--- config.mk ---
export PLATFORM = sky130hd
export DESIGN_NAME = mips_mmio_bridge
export DESIGN_NICKNAME = d
export VERILOG_FILES = /design/src/rtl/mips_mmio_defines.sv /design/src/rtl/mips_tx_fifo.sv /design/src/rtl/mips_mmio_bridge.sv
export SDC_FILE = /design/constraint.sdc
export NUM_CORES = 1
export LEC_CHECK = 0
export ABC_AREA = 1
export BUFFER_PORTS_ARGS = -buffer_cell sky130_fd_sc_hd__clkbuf_2
export CAP_MARGIN = 20
export CORE_ASPECT_RATIO = 1.5
export CORE_UTILIZATION = 48
export DETAILED_ROUTE_END_ITERATION = 8
export PLACE_DENSITY_LB_ADDON = 0.2
export SLEW_MARGIN = 10
export SYNTH_ARGS = -nofsm -noshare
export SYNTH_HDL_FRONTEND = slang
export SYNTH_SLANG_ARGS = --single-unit
--- constraint.sdc ---
create_clock -name clk -period 2.3 [get_ports clk]
set_input_delay 0.115 -clock clk [delete_from_list [all_inputs] [get_ports clk]]
set_output_delay 0.115 -clock clk [all_outputs]
set_load 0.1 [all_outputs]
--- src/rtl/mips_mmio_defines.sv ---
// Shared constants for the MIPS memory-port bridge: MMIO region select,
// register offsets within the region and TX_STATUS bit positions.
package mips_mmio_defines;

    localparam logic [15:0] MMIO_BASE_HI_DEF = 16'hFFFF;

    typedef enum logic [1:0] {
        OFF_LED  = 2'd0,
        OFF_TX   = 2'd1,
        OFF_STAT = 2'd2,
        OFF_CYC  = 2'd3
    } mmio_off_e;

    localparam int STAT_FULL    = 0;
    localparam int STAT_EMPTY   = 1;
    localparam int STAT_OVF     = 2;
    localparam int STAT_CNT_LSB = 4;

endpackage

--- src/rtl/mips_tx_fifo.sv ---
// Synchronous FIFO for the transmit byte stream; a push while full is
// accepted only when the head is popped in the same cycle.
module mips_tx_fifo #(
    parameter int DEPTH = 8,
    parameter int W     = 8,
    localparam int AW   = $clog2(DEPTH),
    localparam int CW   = AW + 1
) (
    input  logic          clk,
    input  logic          rst_n,
    input  logic          push_i,
    input  logic [W-1:0]  data_i,
    input  logic          pop_i,
    output logic [W-1:0]  data_o,
    output logic          full_o,
    output logic          empty_o,
    output logic [CW-1:0] count_o,
    output logic          rejected_o
);

    logic [W-1:0]  mem_q [DEPTH];
    logic [AW-1:0] wr_ptr_q, wr_ptr_d;
    logic [AW-1:0] rd_ptr_q, rd_ptr_d;
    logic [CW-1:0] count_q, count_d;
    logic          pop, accept;

    assign empty_o    = (count_q == '0);
    assign full_o     = (count_q == CW'(DEPTH));
    assign count_o    = count_q;
    assign pop        = pop_i & ~empty_o;
    assign accept     = push_i & (~full_o | pop);
    assign rejected_o = push_i & ~accept;
    assign data_o     = empty_o ? '0 : mem_q[rd_ptr_q];

    always_comb begin
        wr_ptr_d = wr_ptr_q;
        rd_ptr_d = rd_ptr_q;
        count_d  = count_q;
        if (accept) wr_ptr_d = wr_ptr_q + AW'(1);
        if (pop)    rd_ptr_d = rd_ptr_q + AW'(1);
        if (accept && !pop)      count_d = count_q + CW'(1);
        else if (pop && !accept) count_d = count_q - CW'(1);
    end

    always_ff @(posedge clk or negedge rst_n) begin
        if (!rst_n) begin
            wr_ptr_q <= '0;
            rd_ptr_q <= '0;
            count_q  <= '0;
        end else begin
            wr_ptr_q <= wr_ptr_d;
            rd_ptr_q <= rd_ptr_d;
            count_q  <= count_d;
        end
    end

    // Storage carries data only; validity is tracked by count_q.
    always_ff @(posedge clk) begin
        if (accept) mem_q[wr_ptr_q] <= data_i;
    end

endmodule

--- src/rtl/mips_mmio_bridge.sv ---
// Routes multicycle-MIPS memory accesses to RAM or to the MMIO block (LED,
// TX FIFO, cycle counter) with matching one-cycle read latency.
module mips_mmio_bridge
    import mips_mmio_defines::*;
#(
    parameter int          N            = 32,
    parameter logic [15:0] MMIO_BASE_HI = MMIO_BASE_HI_DEF,
    parameter int          FIFO_DEPTH   = 8,
    parameter int          LED_W        = 16
) (
    input  logic             clk,
    input  logic             rst,
    input  logic [N-1:0]     core_addr,
    input  logic [N-1:0]     core_wdata,
    input  logic             core_we,
    output logic [N-1:0]     core_rdata,
    output logic [N-1:0]     ram_addr,
    output logic [N-1:0]     ram_wdata,
    output logic             ram_we,
    input  logic [N-1:0]     ram_rdata,
    output logic [7:0]       tx_data,
    output logic             tx_valid,
    input  logic             tx_ready,
    output logic [LED_W-1:0] leds
);

    localparam int CW = $clog2(FIFO_DEPTH) + 1;

    logic             is_mmio;
    mmio_off_e        off;
    logic             wr_mmio, wr_led, wr_tx, wr_stat, wr_cyc;
    logic             fifo_full, fifo_empty, fifo_rej, pop;
    logic [CW-1:0]    fifo_count;
    logic [N-1:0]     stat_word, rd_sel;

    logic [LED_W-1:0] led_q, led_d;
    logic             ovf_q, ovf_d;
    logic [31:0]      cyc_q, cyc_d;
    logic             sel_mmio_q;
    logic [N-1:0]     mmio_rdata_q;

    assign is_mmio   = (core_addr[31:16] == MMIO_BASE_HI);
    assign off       = mmio_off_e'(core_addr[3:2]);
    assign wr_mmio   = core_we & is_mmio;
    assign wr_led    = wr_mmio & (off == OFF_LED);
    assign wr_tx     = wr_mmio & (off == OFF_TX);
    assign wr_stat   = wr_mmio & (off == OFF_STAT);
    assign wr_cyc    = wr_mmio & (off == OFF_CYC);

    assign ram_addr  = core_addr;
    assign ram_wdata = core_wdata;
    assign ram_we    = core_we & ~is_mmio;

    assign tx_valid  = ~fifo_empty;
    assign pop       = tx_valid & tx_ready;
    assign leds      = led_q;

    mips_tx_fifo #(
        .DEPTH (FIFO_DEPTH),
        .W     (8)
    ) u_fifo (
        .clk        (clk),
        .rst_n      (rst),
        .push_i     (wr_tx),
        .data_i     (core_wdata[7:0]),
        .pop_i      (pop),
        .data_o     (tx_data),
        .full_o     (fifo_full),
        .empty_o    (fifo_empty),
        .count_o    (fifo_count),
        .rejected_o (fifo_rej)
    );

    always_comb begin
        stat_word                          = '0;
        stat_word[STAT_FULL]               = fifo_full;
        stat_word[STAT_EMPTY]              = fifo_empty;
        stat_word[STAT_OVF]                = ovf_q;
        stat_word[STAT_CNT_LSB +: 4]       = 4'(fifo_count);
    end

    // Read value reflects register state before this edge's updates.
    always_comb begin
        rd_sel = '0;
        case (off)
            OFF_LED:  rd_sel = N'(led_q);
            OFF_TX:   rd_sel = '0;
            OFF_STAT: rd_sel = stat_word;
            OFF_CYC:  rd_sel = N'(cyc_q);
            default:  rd_sel = '0;
        endcase
    end

    always_comb begin
        led_d = wr_led ? core_wdata[LED_W-1:0] : led_q;
        ovf_d = ovf_q;
        if (wr_stat)  ovf_d = 1'b0;
        if (fifo_rej) ovf_d = 1'b1;
        cyc_d = wr_cyc ? 32'd0 : cyc_q + 32'd1;
    end

    always_ff @(posedge clk or negedge rst) begin
        if (!rst) begin
            led_q        <= '0;
            ovf_q        <= 1'b0;
            cyc_q        <= '0;
            sel_mmio_q   <= 1'b0;
            mmio_rdata_q <= '0;
        end else begin
            led_q        <= led_d;
            ovf_q        <= ovf_d;
            cyc_q        <= cyc_d;
            sel_mmio_q   <= is_mmio;
            mmio_rdata_q <= rd_sel;
        end
    end

    assign core_rdata = sel_mmio_q ? mmio_rdata_q : ram_rdata;

endmodule

Yosys cells after proc, flatten, opt, wreduce, memory -nomap -nowiden
Memories as Yosys holds them, arrays and structs flattened.
Index checks and enable logic that the tools add are counted.

storage, ports and cells
  memories kept = 1
  memory bits (writable) = 64
  bits in registers = 92
  output and inout port bits = 122
  latch bits = 0
  ROM bits = 0

operators by class
  equal/unequal tests = 5
  shift operators = 0
  $add $sub $neg = 5
  divide/modulo/power cells = 0
  magnitude comparators = 0
  reduce and logical (&&, ||, !) cells = 8
  mux-type cells = 10
  bitwise operators = 15
  $mul = 0

memory list
  memory        words  bits a word  read ports  clocked after memory_dff  wr ports  RTL line            RTL
  u_fifo.mem_q  8      8            1           0                         1         mips_tx_fifo.sv:21  logic [W-1:0] mem_q [DEPTH];

operators with widths
  kind                   number
  $pmux 32 s4            1
  $mux 32                2
  $add 32x1->32 const B  1
  $eq 16x16->1 const B   1
  $and 1x1->1            10
  $mux 4                 2
  $mux 8                 1
  $add 3x1->3 const B    2
  $add 4x1->4 const B    1
  $eq 2x2->1 const B     2
  $eq 4x4->1 const B     1
  $logic_not 4->1        1
  $mux 1                 4
  $not 1->1              4
  $reduce_bool 2->1      2
  $sub 4x1->4 const B    1
  $eq 2x1->1 const B     1
  $logic_and 1x1->1      2
  $logic_not 1->1        2
  $logic_not 2->1        1
  $or 1x1->1             1

Longest topological paths before layout
Gate-level depths: netlist of run 1.

  depth in word-level cells = 10
  mapped depth = 15
  depth with buffers taken out = 15

Cells and area by module
Synthesis of run 1 repeated with hierarchy kept, for this count alone.

unflattened totals
  cells, all modules = 969
  area total of the unflattened synthesis = 8388.0 um2

modules (own cells, without submodules)
  module            area an instance (um2)  cells an instance  instances
  mips_mmio_bridge  4877.2                  608                1
  mips_tx_fifo      3510.9                  361                1

Worst setup path after synthesis of run 1
No wires, ideal clock.

  path type = register to output
  start = reg u_fifo.count_q[0], in the netlist u_fifo.count_o[0]
  end = out tx_data[0]
  arrival time = 2557 ps
  cell stages (with the launch flop) = 7
  data required time = 2185 ps
  path buffers = 1
  slack = -372 ps
  path through = dfrtp_1 nor2_1 and2_1 inv_1 buf_2 nand2_1 nor2_1

on the way
  longest elaborated chain between the ends = 2

ends and longest elaborated chain
  element                   RTL line                RTL
  start: declaration        mips_tx_fifo.sv:24      logic [CW-1:0] count_q, count_d;
  start signal: assignment  mips_tx_fifo.sv:53      count_q <= count_d;
  $logic_not 4->1           mips_tx_fifo.sv:27      assign empty_o = (count_q == '0);
  $mux 8                    mips_tx_fifo.sv:33      assign data_o = empty_o ? '0 : mem_q[rd_ptr_q];
  end: declaration          mips_mmio_bridge.sv:21  output logic [7:0] tx_data,

No other way between the ends.

Worst setup path in the final report of run 1
  start = reg u_fifo.count_q[2], in the netlist u_fifo.count_o[2]
  end = reg u_fifo.count_q[3], in the netlist u_fifo.count_o[3]

on the way
  longest elaborated chain between the ends = 9

ends and longest elaborated chain
  element                             RTL line                                    RTL
  $logic_not 4->1                     mips_tx_fifo.sv:27
  $not 1->1                           mips_tx_fifo.sv:30, mips_mmio_bridge.sv:54
  $and 1x1->1                         mips_mmio_bridge.sv:55                      assign pop = tx_valid & tx_ready;
  $and 1x1->1                         mips_tx_fifo.sv:30                          assign pop = pop_i & ~empty_o;
  $or 1x1->1 (*)                      mips_tx_fifo.sv:31                          assign accept = push_i & (~full_o | pop);
  $and 1x1->1 (*)                     mips_tx_fifo.sv:31
  via u_fifo.accept                   mips_tx_fifo.sv:25                          logic pop, accept;
  $logic_not 1->1                     mips_tx_fifo.sv:42                          else if (pop && !accept) count_d = count_q - CW'(1);
  $logic_and 1x1->1                   mips_tx_fifo.sv:42
  $reduce_bool 2->1 (no source line)  n/a

Mark *: on every way through the listed nets, which the timed path passes. The rest lies on a longest branch. The select of a mux whose other input is x is not followed.
A chain may end at the register's enable or synchronous reset.

==> impl_metrics.yaml, run 1 <==
synth:
  yosysWarnings: 0
  netlist_area_mm2: 0.00782
  ys_seq_area_frac: 0.540
  ys_types: 33
  netlist_instances: 862
  synth_fp_nets: 969
  syn_avg_cell_area_um2: 9.07
  ys_ff_latch: 156
pwr:
  p_int_mw: 5.88
  finalPower_mw: 9.78
  p_clk_frac: 0.279
  p_seq_frac: 0.320
  comb_power_share: 0.401
  p_sw_mw: 3.90
  peakVddDrop_uv: 1290
  powerDensity_mw_per_mm2: 994
  power.leakage_nw: 4.76
  swShare: 0.399
sta:
  post-route-period-util: 0.975
  slew_headroom: 0.577
  finalHoldViolations: 0
  whs_ps: 32.2
  skew_ps: 11.2
  slew_violations: 0
  max_slew.worst_pin.slew_ps: 634
  setup-violations-final: 0
  min_period_ps: 2240
  fin_tns_setup_ps: 0
  max_clock_freq_mhz: 446
  setup_ws_ps: 57.2
global_route:
  overflow: 0
  first_global_vias: 6126
  grt.total_usage: 0.245
  grt_max_degree: 46
  antenna_found_initial: 0
  grt_pass1_wl_um: 30900
cts:
  cts_tree: "built"
  cts.clk_slew.worst_paths_ps: 70
  root_buffer: "clkbuf_16"
  cts.htree.levels: 4
  clkSinkCount: 156
  cts_buffers: 17
  clockBufferDepth: 2
  clk_latency_ps: 420
worst_setup_path:
  path_common_cell: "nand2_1"
  regToRegSetupSlack_ps: 60
  cp_slowest_cell: "dfrtp_2"
  endpoint_kind: "register"
  worstSetupPathType: "register to register"
  start_kind: "register"
  crit_fanout: 5
  cp.arrival_ps: 2540
  max_stage_delay_ps: 440
  required_ps: 2600
  path_cells: "inv_1 -> nand4_1 -> nand4_4 -> inv_1 -> ha_1 -> inv_2 -> ha_4 -> a21oi_2 -> nand2_1 -> a21oi_2 -> o21ai_0 -> nand2_1 -> nand2_1"
routing:
  drt_iter0_markers: 325
  highest_layer: "met4"
  ant_nets: 0
  vias: 6245
  wirelength_met1_um: 7510
  wl_met2_um: 10900
  vias_per_cell: 5.17
  drt-total-wl_um: 19900
  drc: 0
  wire_per_inst_um: 16.4
  met3WireLength_um: 756
  dr.pass1.iters: 5
die:
  io_pins: 222
  core-area_mm2: 0.0158
  die-height_um: 158
  initial_core_util: 0.496
  die_w_um: 106
  rows: 56
  die_area_mm2: 0.0168
layout:
  nFillCells: 1310
  fin_area_mm2: 0.00984
  seq_area_mm2: 0.00423
  syn_to_final_growth_pct: 25.9
  layout.nets: 1100
  final_layout_size_suffix_gt1_frac: 0.274
  multiInputGateArea_mm2: 0.00280
  antennaDiodeCount: 0
placement:
  hpwl_um: 14600
  placed_area_mm2: 0.00914
  gp_congestion: 0.942
  dp_slack_ps: 117
  io_buffers: 161
flow_run:
  maxCapViolCount: 0
outcome:
  status: "finished clean"
hold_path:
  hp-class: "primary input to register"
-- layout by cell type (no fill, tap or decap), drive strengths merged --
cell type	Yosys	routed
a22oi	1	1
clkinvlp	0	2
clkinv	0	7
nand4	8	8
a22o	3	3
and2	1	1
inv	64	66
a21oi	5	5
bufinv	0	2
nor3	11	11
o22ai	8	8
nand3b	1	1
ha	6	6
o21ai	42	42
clkbuf	14	139
or2	3	3
nand3	43	43
nor2	155	155
edfxtp	64	64
dfrtp	92	92
fa	1	1
o221ai	1	1
o211ai	13	13
xnor2	3	3
xor2	9	9
buf	75	72
nand2	206	206
dlygate4sd3	0	9
mux2	33	33
-- cell type report --
class                           instances  share of cell area
Clock buffer                           19              0.0440
Clock inverter                         13              0.0146
Inverter                               64              0.0244
Multi-Input combinational cell        553               0.284
Sequential cell                       156               0.429
Tap cell                              203              0.0258
Timing Repair Buffer                  201               0.177
-- metrics by stage --
step	std cells	utilization
6_report	1209	0.624
5_1_grt	1209	0.624
4_1_cts	1207	0.622
3_5_place_dp	1166	0.580
3_3_place_gp	1166	0.580
2_1_floorplan	862	-
-- sequential cells by signal (all words and copies together) (netlist names) --
register and flops:
mmio_rdata_q 32, ovf_q 1, sel_mmio_q 1, u_fifo.mem_q 64, cyc_q 32, u_fifo.wr_ptr_q 3, u_fifo.rd_ptr_q 3, u_fifo.count_o 4
leds 16
-- layer usage --
layer | global-route usage | up-vias
li1 | - | 3014
met3 | 0.0475 | 42
met1 | 0.267 | 3002
met4 | 0.112 | 0
met2 | 0.455 | 187
met5 | 0 | -
-- power by group through the flow --
stage / Sequential [mW] / Clock [mW] / Combinational (mW)
2_1_floorplan: 3.14 / 0 / 2.88
3_3_place_gp: 3.17 / 0 / 3.85
3_5_place_dp: 3.18 / 0 / 3.89
4_1_cts: 3.13 / 2.76 / 3.90
5_1_grt: 3.15 / 2.88 / 4.17
6_report: 3.13 / 2.72 / 3.92
-- cells by family after synthesis --
kind of cell | Yosys count | synth area share
simple gates | 428 | 0.224
flops | 156 | 0.540
buf+inv | 153 | 0.108
compound gates | 73 | 0.0544
mux | 33 | 0.0475
xor+xnor | 12 | 0.0134
fa+ha+maj | 7 | 0.0122
-- worst paths after layout --
path                                   start                  to  cells past startpoint
setup / recovery           u_fifo.count_o[2]   u_fifo.count_o[3]                     13
hold / removal                 core_wdata[6]  u_fifo.mem_q[2][6]                      1
setup reg to reg           u_fifo.count_o[2]   u_fifo.count_o[3]                     13
hold reg to reg                        ovf_q               ovf_q                      2
max in group asynchronous                rst    mmio_rdata_q[17]                      3
min in group asynchronous                rst            cyc_q[2]                      2
-- synth_stat cells (all sizes together) --
| master | n | area share |
|---|---|---|
| and2 | 1 | 0.00080 |
| nand3b | 1 | 0.00096 |
| o221ai | 1 | 0.0011 |
| edfxtp | 64 | 0.25 |
| o21ai | 42 | 0.027 |
| clkbuf | 14 | 0.0067 |
| or2 | 3 | 0.0024 |
| a22oi | 1 | 0.00096 |
| buf | 75 | 0.071 |
| mux2 | 33 | 0.048 |
| xnor2 | 3 | 0.0034 |
| o211ai | 13 | 0.012 |
| o22ai | 8 | 0.0064 |
| ha | 6 | 0.0096 |
| nor3 | 11 | 0.0085 |
| dfrtp | 92 | 0.29 |
| fa | 1 | 0.0026 |
| nand2 | 206 | 0.10 |
| nand4 | 8 | 0.0072 |
| a22o | 3 | 0.0034 |
| nand3 | 43 | 0.028 |
| inv | 64 | 0.031 |
| xor2 | 9 | 0.010 |
| nor2 | 155 | 0.077 |
| a21oi | 5 | 0.0032 |
-- worst max-delay path: cells and delay by family (launching register included) --
family / cells / cell delay, ps
AND/OR/NAND/NOR: 5 / 550
flip-flops: 1 / 440
AO/OA/AOI/OAI: 3 / 450
buffers and inverters: 3 / 260
adder cells (fa/ha/maj): 2 / 420
-- timing repair --
action,4_1_cts,5_1_grt
setup endpoints to repair,0,1
hold endpoints to repair,50,0
setup buffers,0,2
hold buffers,9,0
gates resized for setup,0,4
Note: power is estimated with default switching activity, not from simulation.
==> run 2, diff against run 1 <==
--- a/config.mk
+++ b/config.mk
@@ -9,7 +9,7 @@
 export BUFFER_PORTS_ARGS = -buffer_cell sky130_fd_sc_hd__clkbuf_2
 export CAP_MARGIN = 20
 export CORE_ASPECT_RATIO = 1.5
-export CORE_UTILIZATION = 48
+export CORE_UTILIZATION = 38
 export DETAILED_ROUTE_END_ITERATION = 8
 export PLACE_DENSITY_LB_ADDON = 0.2
 export SLEW_MARGIN = 10
==> constraint.sdc (replaced) <==
create_clock -name clk -period 2.5 [get_ports clk]
set_input_delay 0.125 -clock clk [delete_from_list [all_inputs] [get_ports clk]]
set_output_delay 0.125 -clock clk [all_outputs]
set_load 0.1 [all_outputs]
==> run 2 against run 1 <==
First-iteration DRC count is 1.5% lower; critical path depth is 7 lower; cell area is 5.1% lower; utilization is 16 points lower; sequential power is 8.0% lower; final cell count is 4.6% higher; largest power group unchanged; highest routed layer unchanged.
==> impl_metrics.yaml, run 2 (synthesis results as in run 1) <==
layout:
  fin_cells: 1265
  syn_to_final_growth_pct: 19.4
  final_cell_mix: "nand2_1, clkbuf_2, nor2_1"
  final_common_cell: "nand2_1"
  layout.nets: 1099
  antennaDiodeCount: 0
  largest_reg_flops: 64
  final_layout_size_suffix_gt1_frac: 0.274
  regMostFlops: "u_fifo.mem_q"
  fin_area_mm2: 0.00934
  final_core_util: 0.468
  reg_top3: "u_fifo.mem_q x64, cyc_q x32, mmio_rdata_q x32"
routing:
  dr.pass1.iters: 4
  wl_met2_um: 11200
  ant_nets: 0
  vias: 6121
  wire_per_inst_um: 16.3
  drt_iter0_markers: 320
  met3WireLength_um: 736
  highest_layer: "met4"
  drt-total-wl_um: 20700
  vias_per_cell: 4.84
  wirelength_met1_um: 7930
  drc: 0
sta:
  fin_tns_setup_ps: 0
  skew_ps: 10.3
  max_clock_freq_mhz: 436
  rsz0062_at_grt: "false"
  max_slew.worst_pin.slew_ps: 1000
  setup-violations-final: 0
  slew_headroom: 0.325
  post-route-period-util: 0.917
  whs_ps: 61.5
  slew_violations: 0
  min_period_ps: 2290
  finalHoldViolations: 0
cts:
  cts_setup_buffers: 0
  cts_buffers: 17
  cts_tree: "built"
  clockBufferDepth: 2
  cts.clk_slew.worst_paths_ps: 70
  cts.htree.levels: 4
  clkSinkCount: 156
  root_buffer: "clkbuf_16"
  clk_latency_ps: 430
hold_path:
  hp-class: "primary input to register"
  hold_end: "u_fifo.mem_q[3][6]"
  holdPathStages: 1
  hold_start: "core_wdata[6]"
placement:
  gp_congestion: 0.951
  placed_area_mm2: 0.00866
  io_buffers: 161
  hpwl_um: 15600
  dp_cells: 1223
worst_setup_path:
  worstSetupPathType: "register to output port"
  required_ps: 2380
  cp.arrival_ps: 2170
  r2r_end: "u_fifo.count_o[3]"
  r2r-start: "u_fifo.count_o[0]"
  crit_fanout: 9
  regToRegSetupSlack_ps: 240
  endpoint_kind: "output port"
  rr_worst_depth: 13
  start_kind: "register"
global_route:
  grt.total_usage: 0.206
  overflow: 0
  first_global_vias: 6128
  grt_pass1_wl_um: 32600
  antenna_found_initial: 0
  grt_max_degree: 44
outcome:
  status: "finished clean"
die:
  initial_core_util: 0.392
  die_area_mm2: 0.0212
  core-area_mm2: 0.0199
  rows: 63
  die-height_um: 178
  io_pins: 222
  die_w_um: 119
pwr:
  peakVddDrop_uv: 443
  powerDensity_mw_per_mm2: 922
  power.leakage_nw: 4.58
flow_run:
  maxCapViolCount: 0
-- run 2: cell types whose count changed in the layout (fill, tap and decap cells not counted), sizes merged --
| cell | change |
|---|---|
| buf | -37 |
| clkbuf | +33 |
| inv | +10 |
| clkinv | -6 |
| bufinv | -2 |
| dlygate4sd3 | +1 |
-- run 2: timing repair --
action	4_1_cts	5_1_grt
endpoints found under the hold margin	49	0
hold buffers	10	0
endpoints found under the setup margin	0	1
resized for setup	0	2
-- run 2: cell type report --
cell class	count	area [µm²]
multi-input combinational	553	2770
clock buffer	17	425
clock inverter	15	146
sequential	156	4220
fill	1968	10600
inverter	64	240
tap	260	325
timing repair buffer	200	1200
-- run 2: where the power goes --
part           total, mW  internal (mW)  switching, mW  leakage [nW]
Combinational       3.23          0.862           2.37          2.58
Sequential          2.88           2.76          0.125          1.72
Clock               2.50           1.33           1.17         0.277
-- run 2: worst max path at each step --
stage	cells after the start	start	endpoint	slack [ps]
2_1_floorplan	13	u_fifo.count_o[0]	u_fifo.count_o[3]	180
3_3_place_gp	13	u_fifo.count_o[0]	u_fifo.count_o[3]	240
3_5_place_dp	13	u_fifo.count_o[0]	u_fifo.count_o[3]	200
4_1_cts	6	u_fifo.rd_ptr_q[1]	tx_data[5]	160
5_1_grt	13	u_fifo.count_o[0]	u_fifo.count_o[3]	40
6_report	6	u_fifo.rd_ptr_q[1]	tx_data[5]	210
-- run 2: per-layer routing --
metal	GRT usage	up-vias
met3	0.0411	47
met5	0	-
met2	0.383	168
met1	0.220	2893
li1	-	3013
met4	0.0992	0
-- run 2: stage by stage --
step / power, mW / setup slack, ps
after floorplan: 5.53 / 180
final: 8.61 / 208
after detailed placement: 6.18 / 203
after global routing: 9.00 / 37.8
after global placement: 6.17 / 240
after CTS: 8.70 / 163
-- run 2: critical path, stage by stage, from the launching register on --
cell	delay (ps)
dfrtp_1	490
inv_1	260
o21ai_0	150
o22ai_1	150
nor2_1	80
nor2_2	150
clkbuf_2	470
